===== src/rtl/snoop_responder_pkg.sv =====
// Shared definitions for the snoop responder and the local cache controller.
// Holds the bus function codes, the MSI line-state codes and the responder FSM states.
// The FLUSH state exists only when SNOOP_WB_EN is defined.
package snoop_responder_pkg;

  // Bus function codes
  localparam logic [1:0] FuncPRead  = 2'b00;
  localparam logic [1:0] FuncPWrite = 2'b01;
  localparam logic [1:0] FuncBRead  = 2'b10;
  localparam logic [1:0] FuncBWrite = 2'b11;

  // MSI line-state codes
  localparam logic [1:0] StatExcl = 2'b11;
  localparam logic [1:0] StatShrd = 2'b10;
  localparam logic [1:0] StatInvl = 2'b00;

  // Width of the data-latency counter
  localparam int unsigned CntW = 4;

  typedef enum logic [2:0] {
    StIdle   = 3'd0,
    StLookup = 3'd1,
    StSupply = 3'd2,
`ifdef SNOOP_WB_EN
    StFlush  = 3'd3,
`endif
    StUpdate = 3'd4
  } snoop_state_e;

  // Only remote bus traffic is snooped; processor-side codes are ignored.
  function automatic logic is_bus_snoop(logic [1:0] func);
    return !(func == FuncPRead || func == FuncPWrite);
  endfunction

endpackage


===== src/rtl/snoop_lat_counter.sv =====
// Loadable down-counter timing the data-array read latency.
// Ports:
//   clk, reset (async, active-low)
//   load     - load load_val (has priority over en)
//   load_val - start value
//   en       - count down by one; holds at zero, never wraps
//   done     - counter is zero
module snoop_lat_counter
  import snoop_responder_pkg::*;
(
  input  logic            clk,
  input  logic            reset,
  input  logic            load,
  input  logic [CntW-1:0] load_val,
  input  logic            en,
  output logic            done
);

  logic [CntW-1:0] cnt_q;

  always_ff @(posedge clk or negedge reset) begin
    if (!reset) begin
      cnt_q <= '0;
    end else if (load) begin
      cnt_q <= load_val;
    end else if (en && (cnt_q != '0)) begin
      cnt_q <= cnt_q - CntW'(1);
    end
  end

  assign done = (cnt_q == '0);

endmodule


===== src/rtl/snoop_responder.sv =====
// Snoop responder: services b_read / b_write snoops from other caches against the
// local tag/state/data arrays, supplies hit lines cache-to-cache and downgrades MSI state.
// Ports:
//   clk, reset (async, active-low)
//   snoop_req/func/addr  - snoop bus request, held high by the requester
//   tag_rd, tag_addr     - tag lookup strobe and latched address
//   tag_hit, line_stat   - lookup result, sampled at the end of the tag_rd cycle
//   data_rd, data_oe     - data-array read and bus drive
//   snoop_hit            - local cache is supplying the line
//   snoop_ready          - one-cycle pulse, bus data valid
//   stat_we, stat_new    - line-state write strobe and new state
//   mem_wr, mem_cs       - write-back request (only with SNOOP_WB_EN, else tied 0)
//   mem_ready            - write-back completion
//   busy                 - responder not idle; stalls the local controller
// Define SNOOP_WB_EN to write excl lines back to memory while supplying them.
// All outputs decode registered state only.
module snoop_responder
  import snoop_responder_pkg::*;
#(
  parameter int unsigned ADDR_W   = 8,
  parameter int unsigned DATA_LAT = 2
) (
  input  logic              clk,
  input  logic              reset,
  input  logic              snoop_req,
  input  logic [1:0]        snoop_func,
  input  logic [ADDR_W-1:0] snoop_addr,
  output logic              tag_rd,
  output logic [ADDR_W-1:0] tag_addr,
  input  logic              tag_hit,
  input  logic [1:0]        line_stat,
  output logic              data_rd,
  output logic              data_oe,
  output logic              snoop_hit,
  output logic              snoop_ready,
  output logic              stat_we,
  output logic [1:0]        stat_new,
  output logic              mem_wr,
  output logic              mem_cs,
  input  logic              mem_ready,
  output logic              busy
);

  localparam logic [CntW-1:0] LatLoad = CntW'(DATA_LAT - 1);

  snoop_state_e      state_q, state_d;
  logic [1:0]        func_q, func_d;
  logic [ADDR_W-1:0] addr_q, addr_d;
  logic              armed_q, armed_d;
  logic              cnt_load, cnt_en, cnt_done;
  logic              flush_act;
`ifdef SNOOP_WB_EN
  logic              excl_q, excl_d;
`else
  logic              unused_mem_ready;
  assign unused_mem_ready = mem_ready;
`endif

  snoop_lat_counter u_lat_cnt (
    .clk      (clk),
    .reset    (reset),
    .load     (cnt_load),
    .load_val (LatLoad),
    .en       (cnt_en),
    .done     (cnt_done)
  );

  always_ff @(posedge clk or negedge reset) begin
    if (!reset) begin
      state_q <= StIdle;
      func_q  <= '0;
      addr_q  <= '0;
      armed_q <= 1'b1;
`ifdef SNOOP_WB_EN
      excl_q  <= 1'b0;
`endif
    end else begin
      state_q <= state_d;
      func_q  <= func_d;
      addr_q  <= addr_d;
      armed_q <= armed_d;
`ifdef SNOOP_WB_EN
      excl_q  <= excl_d;
`endif
    end
  end

  always_comb begin
    state_d  = state_q;
    func_d   = func_q;
    addr_d   = addr_q;
    // Re-arm once the requester drops its request, so a held request is serviced once.
    armed_d  = armed_q | ~snoop_req;
    cnt_load = 1'b0;
    cnt_en   = 1'b0;
`ifdef SNOOP_WB_EN
    excl_d   = excl_q;
`endif
    unique case (state_q)
      StIdle: begin
        if (snoop_req && armed_q && is_bus_snoop(snoop_func)) begin
          func_d  = snoop_func;
          addr_d  = snoop_addr;
          armed_d = 1'b0;
          state_d = StLookup;
        end
      end
      StLookup: begin
        if (tag_hit && (line_stat == StatExcl || line_stat == StatShrd)) begin
          if (func_q == FuncBRead) begin
            state_d  = StSupply;
            cnt_load = 1'b1;
`ifdef SNOOP_WB_EN
            excl_d   = (line_stat == StatExcl);
`endif
          end else begin
            state_d = StUpdate;
          end
        end else begin
          state_d = StIdle;
        end
      end
      StSupply: begin
        cnt_en = 1'b1;
        if (cnt_done) begin
`ifdef SNOOP_WB_EN
          state_d = excl_q ? StFlush : StUpdate;
`else
          state_d = StUpdate;
`endif
        end
      end
`ifdef SNOOP_WB_EN
      StFlush: begin
        if (mem_ready) begin
          state_d = StUpdate;
        end
      end
`endif
      StUpdate: state_d = StIdle;
      default:  state_d = StIdle;
    endcase
  end

  always_comb begin
    tag_rd      = 1'b0;
    data_rd     = 1'b0;
    data_oe     = 1'b0;
    snoop_hit   = 1'b0;
    snoop_ready = 1'b0;
    stat_we     = 1'b0;
    stat_new    = StatInvl;
    flush_act   = 1'b0;
    unique case (state_q)
      StLookup: tag_rd = 1'b1;
      StSupply: begin
        data_rd     = 1'b1;
        data_oe     = 1'b1;
        snoop_hit   = 1'b1;
        snoop_ready = cnt_done;
      end
`ifdef SNOOP_WB_EN
      StFlush: begin
        data_oe   = 1'b1;
        snoop_hit = 1'b1;
        flush_act = 1'b1;
      end
`endif
      StUpdate: begin
        stat_we  = 1'b1;
        stat_new = (func_q == FuncBRead) ? StatShrd : StatInvl;
      end
      default: ;
    endcase
  end

  assign tag_addr = addr_q;
  assign busy     = (state_q != StIdle);
  assign mem_wr   = flush_act;
  assign mem_cs   = flush_act;

endmodule


===== config.mk =====
export PLATFORM = sky130hd
export DESIGN_NAME = snoop_responder
export DESIGN_NICKNAME = d
export VERILOG_FILES = /design/src/rtl/snoop_responder_pkg.sv /design/src/rtl/snoop_lat_counter.sv /design/src/rtl/snoop_responder.sv
export SDC_FILE = /design/constraint.sdc
export NUM_CORES = 1
export LEC_CHECK = 0
export BUFFER_PORTS_ARGS = -buffer_cell sky130_fd_sc_hd__buf_2
export CAP_MARGIN = 20
export CORE_AREA = 2 2 47 49
export DETAILED_ROUTE_END_ITERATION = 8
export DIE_AREA = 0 0 49 51
export PLACE_DENSITY = 0.7
export REMOVE_ABC_BUFFERS = 1
export SLEW_MARGIN = 15
export SYNTH_ARGS = -nofsm -noshare
export SYNTH_HDL_FRONTEND = slang
export SYNTH_SLANG_ARGS = --single-unit

===== constraint.sdc =====
create_clock -name clk -period 1.8 [get_ports clk]
set_input_delay 0 -clock clk [delete_from_list [all_inputs] [get_ports clk]]
set_output_delay 0 -clock clk [all_outputs]
set_load 0.1 [all_outputs]

* Word-level counts from Yosys, hierarchy flattened *
Index checks and enable logic that the tools add are counted.

cells by class
  shift operators = 0
  muxes and demuxes = 18
  reductions and logical operators = 15
  add/sub/neg operators = 1
  order comparisons = 0
  bitwise operators = 2
  equality and inequality tests = 9
  $mul = 0
  div/mod/pow operators = 0

operator list
  kind                 count
  $mux 3               4
  $mux 1               9
  $pmux 3 s3           1
  $mux 4               2
  $eq 2x2->1 const B   3
  $logic_and 1x1->1    4
  $logic_not 4->1      1
  $mux 2               2
  $ne 2x2->1 const B   2
  $reduce_and 2->1     2
  $reduce_bool 4->1    1
  $sub 4x1->4 const B  1
  $eq 3x1->1 const B   1
  $eq 3x2->1 const B   1
  $eq 3x3->1 const B   1
  $logic_not 3->1      1
  $reduce_bool 3->1    1
  $eq 2x1->1 const B   1
  $logic_not 2->1      1
  $logic_or 1x1->1     2
  $reduce_bool 2->1    1
  $logic_not 1->1      1
  $not 1->1            1
  $or 1x1->1           1

storage, ports and cells
  latch bits = 0
  register bits after elaboration = 18
  memory bits (read-only) = 0
  memories kept = 0
  logic and storage cells = 50
  memory bits (writable) = 0

* Longest topological paths before layout *
Gate-level depths: netlist of the first run.

  word-level depth = 6
  mapped depth = 5
  gate-level depth less buffers = 5

* Hierarchy *
A second synthesis of the first run with hierarchy kept.

unflattened totals
  cells, all modules = 75
  area, all modules = 929.6 µm²

modules (own cells, without submodules)
  module             cells each  instances  area each (µm²)
  snoop_responder    48          1          659.4
  snoop_lat_counter  27          1          270.3

* Worst setup path before layout of the first run *
No wires, ideal clock.

  path kind = register -> output
  start = register state_q[2]
  end = output port stat_new[1]
  setup slack = -1.886 ns
  data arrival time = 3.686 ns
  data required time = 1.800 ns
  stages on the path, launching flop included = 3
  cell sequence = dfrtp_1 nor3b_1 and3b_1

on the way
  longest elaborated chain between the ends = 2

ends and longest elaborated chain
  element                   RTL line                source
  start: declaration        snoop_responder.sv:46   snoop_state_e state_q, state_d;
  start signal: assignment  snoop_responder.sv:70   state_q <= StIdle;
  start signal: assignment  snoop_responder.sv:78   state_q <= state_d;
  $eq 3x3->1                snoop_responder.sv:154  unique case (state_q)
  $mux 2                    snoop_responder.sv:154
  end: declaration          snoop_responder.sv:37   output logic [1:0] stat_new,

Every way passes these cells.

* Worst setup path after layout of the first run *
  start = register state_q[0]
  end = output port data_rd

on the way
  longest elaborated chain between the ends = 2

ends and longest elaborated chain
  element           RTL line                source
  $eq 3x2->1        snoop_responder.sv:154
  $mux 1            snoop_responder.sv:154
  end: declaration  snoop_responder.sv:32   output logic data_rd,

Every way passes these cells.

==> impl_metrics.json, run 1 <==
{
  "clock_latency_ns": 0.29,
  "hold_class": "in2reg",
  "design_area_sq_mm": 0.00130,
  "ys_ff_latch": 18,
  "fin_ws_ns": 0.0834,
  "die_x_um": 49,
  "finalClockSkew_ns": 0.00970,
  "cts-root-buf": "clkbuf_4",
  "gp_congestion": 0.849,
  "clk_pin_slew_ns": 0.10,
  "post_drt_via_cell_ratio": 4.80,
  "grt_pass1_vias": 749,
  "max_stage_delay_ns": 0.39,
  "synth.largest_area_cell": "dfrtp_1",
  "cts_sinks": 18,
  "wl_um": 1710,
  "synthTopCellsByArea": "dfrtp_1 (49%), mux2_1 (7.8%), buf_4 (5.2%)",
  "cts_buffers": 3,
  "end_kind": "output port",
  "cts_buffer_depth": 2,
  "insertedDiodeCount": 0,
  "min_period_over_period": 0.954,
  "drive_above_1_share": 0.424,
  "criticalPathCategory": "reg2out",
  "hold_viol": 0,
  "drv_cap": 0,
  "min_period_ns": 1.72,
  "arrival_ns": 1.72,
  "cts_tree": "built",
  "path_cells": "buf_4 -> or3b_4 -> buf_6 -> inv_4 -> buf_6 -> buf_12",
  "cp_max_fo": 7,
  "hold_slack_ns": 0.105,
  "synthToLayoutAreaGrowth_pct": 49.7,
  "path_delay_family": "buffers and inverters",
  "ctsHtreeMaxLevel": 1,
  "startpoint_type": "flop",
  "syn_area_per_cell_sq_um": 11.3,
  "max_freq_mhz": 583,
  "grt_pass1_wl_um": 3030,
  "drc": 0,
  "synthesis.area_sq_um": 868,
  "grtUsageTotal": 0.156,
  "drv_slew": 0,
  "synth-edff-count": 0,
  "synth_top_area_share": 0.490,
  "synth_commonest_cells": "dfrtp_1 (17), buf_4 (6), mux2_1 (6), a21oi_1 (5), inv_1 (5)",
  "wl_per_cell_um": 11.2,
  "start_util": 0.421,
  "nets": 145,
  "grt_max_degree": 19,
  "ys.flop_type": "dfrtp_1",
  "drtIter0Drc": 4,
  "hpwl_um": 1220,
  "rsz0062_at_grt": "false",
  "synthArstFlopShare": 1.00,
  "dp_worst_setup_slack_ns": 0.146,
  "die_area_sq_mm": 0.00250,
  "yosysSeqAreaShare": 0.520,
  "ant_nets": 0,
  "path_buf_inv": 5,
  "yosys.cell_types.count": 29,
  "timing.critical_path.mode_cell": "buf_6",
  "antenna_found_initial": 0,
  "fillers": 179,
  "fp.dieH_um": 51,
  "cp_data_required_time_ns": 1.80,
  "coreArea_sq_mm": 0.00206,
  "netlist_instances": 77,
  "yosysMostFrequentCell": "dfrtp_1",
  "numPortBuffers": 30,
  "setup_viol": 0,
  "ioPinCount": 36,
  "dr.pass1.iters": 4,
  "status": "complete, no violations",
  "overflow": 0,
  "dpl_cell_area_sq_mm": 0.00112,
  "vias": 734,
  "ys_warn_count": 0,
  "cp_slowest_cell": "dfrtp_1",
  "core.rowCount": 17
}
layout by cell type (no fill, tap or decap), types with 2 or more instances in the layout:
| cell | instances |
|---|---|
| a211oi_1 | 2 |
| a21oi_1 | 5 |
| buf_12 | 4 |
| buf_2 | 26 |
| buf_4 | 6 |
| buf_6 | 2 |
| clkbuf_4 | 3 |
| conb_1 | 3 |
| dfrtp_1 | 17 |
| dlygate4sd3_1 | 11 |
| ha_1 | 2 |
| inv_1 | 4 |
| mux2_1 | 6 |
| mux2_2 | 3 |
| nand2b_1 | 2 |
| nand3_1 | 2 |
| nor2_1 | 2 |
| nor3_1 | 3 |
| nor3b_1 | 3 |
| o21ai_0 | 3 |
| or3b_4 | 2 |
stage by stage:
stage,util,std cells,setup TNS [ns]
final,0.630,153,0
after global routing,0.630,153,0
after CTS,0.619,151,0
after detailed placement,0.541,136,0
after global placement,0.541,136,0
after floorplan,-,72,-13.14
flip-flops by register name (all words and copies together) (netlist names):
name,flops
state_q,3
armed_q,1
tag_addr,8
u_lat_cnt.cnt_q,4
func_q,2
final timing paths:
check | cells after the start | start | slack, ns | endpoint
setup / recovery | 6 | state_q[0] | 0.08 | data_rd
hold / removal | 4 | snoop_func[1] | 0.10 | state_q[0]
setup reg to reg | 4 | state_q[1] | 0.14 | tag_addr[5]
hold reg to reg | 2 | armed_q | 0.47 | armed_q
max in group asynchronous | 2 | reset | 1.31 | armed_q
min in group asynchronous | 2 | reset | 0.16 | u_lat_cnt.cnt_q[2]
what timing repair did:
item,4_1_cts,5_1_grt
endpoints found under the hold margin,28,0
hold buffers,11,0
endpoints found under the setup margin,4,4
buffers inserted,0,2
gates resized for setup,5,3
worst min-delay path, cell delays in order:
cell and delay [ns]:
buf_2 0.09, nand3_1 0.08, nor2_2 0.04, buf_4 0.14
cells by family (layout without fill, tap and decap cells):
family / count (synthesis) / after routing / synth area share
mux: 9 / 9 / 0.117
flops: 18 / 18 / 0.520
other cells: 1 / 3 / 0.00432
fa+ha+maj: 2 / 2 / 0.0288
compound gates: 11 / 11 / 0.0735
simple gates: 24 / 24 / 0.177
buf+inv: 12 / 58 / 0.0792
cell type report:
type | instances | area (sq um) | area share
clock buffers | 4 | 36.3 | 0.0279
well taps | 28 | 35.0 | 0.0269
flip-flops and latches | 18 | 452 | 0.347
multi-input cells | 49 | 368 | 0.283
inverters | 5 | 21.3 | 0.0164
repair buffers | 49 | 388 | 0.298
per-layer routing:
metal	up-vias	global-route usage	wire length [um]
li1	357	-	-
met1	352	0.175	707
met2	25	0.308	928
met3	0	0.0205	75
met4	0	0.0429	0
met5	-	0	0
Power of run 1 is left out: the tool's default activity adds up to more than one toggle a clock period on the data nets, which glitch-free logic cannot reach.
==> run 2, diff against run 1 <==
Settings changed: CORE_AREA 2 2 47 49 to 2 2 48 50, DIE_AREA 0 0 49 51 to 0 0 50 52, SYNTH_HIERARCHICAL set to 1.
==> impl_metrics.json, run 2 <==
{
  "status": "complete, no violations",
  "grtUsageTotal": 0.153,
  "ioPinCount": 36,
  "drtIter0Drc": 13,
  "synth_top_family_by_area": "simple AND/OR/NAND/NOR gates",
  "max_freq_mhz": 585,
  "arrival_ns": 1.93,
  "criticalPathCategory": "reg2reg",
  "design_area_sq_mm": 0.00134,
  "synthesis.area_sq_um": 930,
  "overflow": 0,
  "hpwl_um": 1240,
  "syn_area_per_cell_sq_um": 12.4,
  "clk_pin_slew_ns": 0.11,
  "wl_per_cell_um": 13.0,
  "largest_reg_flops": 8,
  "netlist_instances": 75,
  "synthXorXnorAreaFrac": 0,
  "synthTopCellsByArea": "dfrtp_1 (46%), mux2_4 (11%), buf_4 (4.0%)",
  "clock_latency_ns": 0.29,
  "cts-root-buf": "clkbuf_4",
  "startpoint_type": "flop",
  "dr.pass1.iters": 4,
  "yosysSeqAreaShare": 0.486,
  "ys.flop_type": "dfrtp_1",
  "wl_um": 1980,
  "hold_class": "in2async",
  "synth_commonest_cells": "dfrtp_1 (17), mux2_4 (7), buf_4 (5), inv_1 (5), nor3b_1 (4)",
  "insertedDiodeCount": 0,
  "cts_buffer_depth": 2,
  "synth.largest_area_cell": "dfrtp_1",
  "yosys.cell_types.count": 34,
  "grt_max_degree": 19,
  "drv_slew": 0,
  "end_kind": "flop",
  "cts_sinks": 18,
  "nets": 143,
  "drive_above_1_share": 0.452,
  "drc": 0,
  "yosys.area_share.adder": 0.0135,
  "cp_max_fo": 7,
  "final_common_cell": "buf_2",
  "start_util": 0.441,
  "synthSimpleGateAreaFrac": 0.178,
  "final_cell_mix": "buf_2 (26), dfrtp_1 (17), dlygate4sd3_1 (13)",
  "min_period_over_period": 0.950,
  "synthArstFlopShare": 1.00,
  "dp_worst_setup_slack_ns": 0.134,
  "numPortBuffers": 30,
  "cts_tree": "built",
  "yosysMostFrequentCell": "dfrtp_1",
  "vias": 722,
  "hold_viol": 0,
  "synthToLayoutAreaGrowth_pct": 43.9,
  "synthMuxAreaShare": 0.137,
  "post_drt_via_cell_ratio": 4.75,
  "ant_nets": 0,
  "setup_viol": 0,
  "synth-edff-count": 0,
  "cp_data_required_time_ns": 2.02,
  "dpl_cell_area_sq_mm": 0.00115,
  "gp_congestion": 0.806,
  "synth-compound-area-share": 0.0834,
  "synth_top_area_share": 0.458,
  "grt_pass1_vias": 746,
  "ys_ff_latch": 18,
  "antenna_found_initial": 0,
  "min_period_ns": 1.71,
  "ctsHtreeMaxLevel": 1,
  "die_area_sq_mm": 0.00260,
  "fp.dieH_um": 52,
  "core.rowCount": 17,
  "coreArea_sq_mm": 0.00211,
  "die_x_um": 50,
  "drv_cap": 0,
  "grt_pass1_wl_um": 3030,
  "cts_buffers": 3,
  "fin_ws_ns": 0.0893,
  "ys_warn_count": 6,
  "finalClockSkew_ns": 0.00633,
  "post-route-util": 0.635
}
-- run 2: path summary, 6_finish.rpt --
kind / startpoint / endpoint / slack (ns) / cells after the start
setup / recovery: state_q[0] / u_lat_cnt/cnt_q[1] / 0.09 / 6
hold / removal: reset / tag_addr[6] / 0.15 / 2
setup reg to reg: state_q[0] / u_lat_cnt/cnt_q[1] / 0.09 / 6
hold reg to reg: armed_q / armed_q / 0.47 / 2
max in group asynchronous: reset / armed_q / 1.33 / 2
min in group clk: snoop_func[1] / state_q[0] / 0.18 / 4
-- run 2: per-layer routing --
layer / track usage / wire [um]
met2: 0.281 / 1050
met5: 0 / 0
met4: 0.0648 / 21
met3: 0.0230 / 95
met1: 0.176 / 811
-- run 2: worst max-delay path: stages (launching register included) --
cell and delay (ns):
dfrtp_1 0.43, nor3b_2 0.18, nand3_1 0.12, nor2_1 0.10, buf_4 0.17, or4_1 0.53
o211ai_2 0.09
-- run 2: kinds of logic after synthesis --
kind of cell / count (synthesis)
buffers and inverters: 12
multiplexers: 9
flip-flops: 18
other: 2
adder cells (fa/ha/maj): 1
AO/OA/AOI/OAI: 10
AND/OR/NAND/NOR: 23
-- run 2: timing repair --
action,4_1_cts,5_1_grt
endpoints found under the hold margin,30,0
buffers inserted,0,1
hold buffers,13,0
resized for setup,1,2
setup endpoints to repair,1,4
-- run 2: stage by stage --
stage	hold slack [ns]	TNS, ns	cells
2_1_floorplan	-0.296	-65.31	73
3_3_place_gp	-0.0582	0	134
3_5_place_dp	-0.0510	0	134
4_1_cts	0.166	0	151
5_1_grt	0.171	-0.0113	152
6_report	0.151	0	152
-- run 2: final cells by class --
class / count / area, sq um
clock buffer: 4 / 36.3
fill: 169 / 768
tap: 28 / 35.0
sequential: 18 / 452
timing repair buffer: 47 / 370
multi-input combinational: 50 / 425
inverter: 5 / 18.8
Power of run 2 is left out for the same reason.
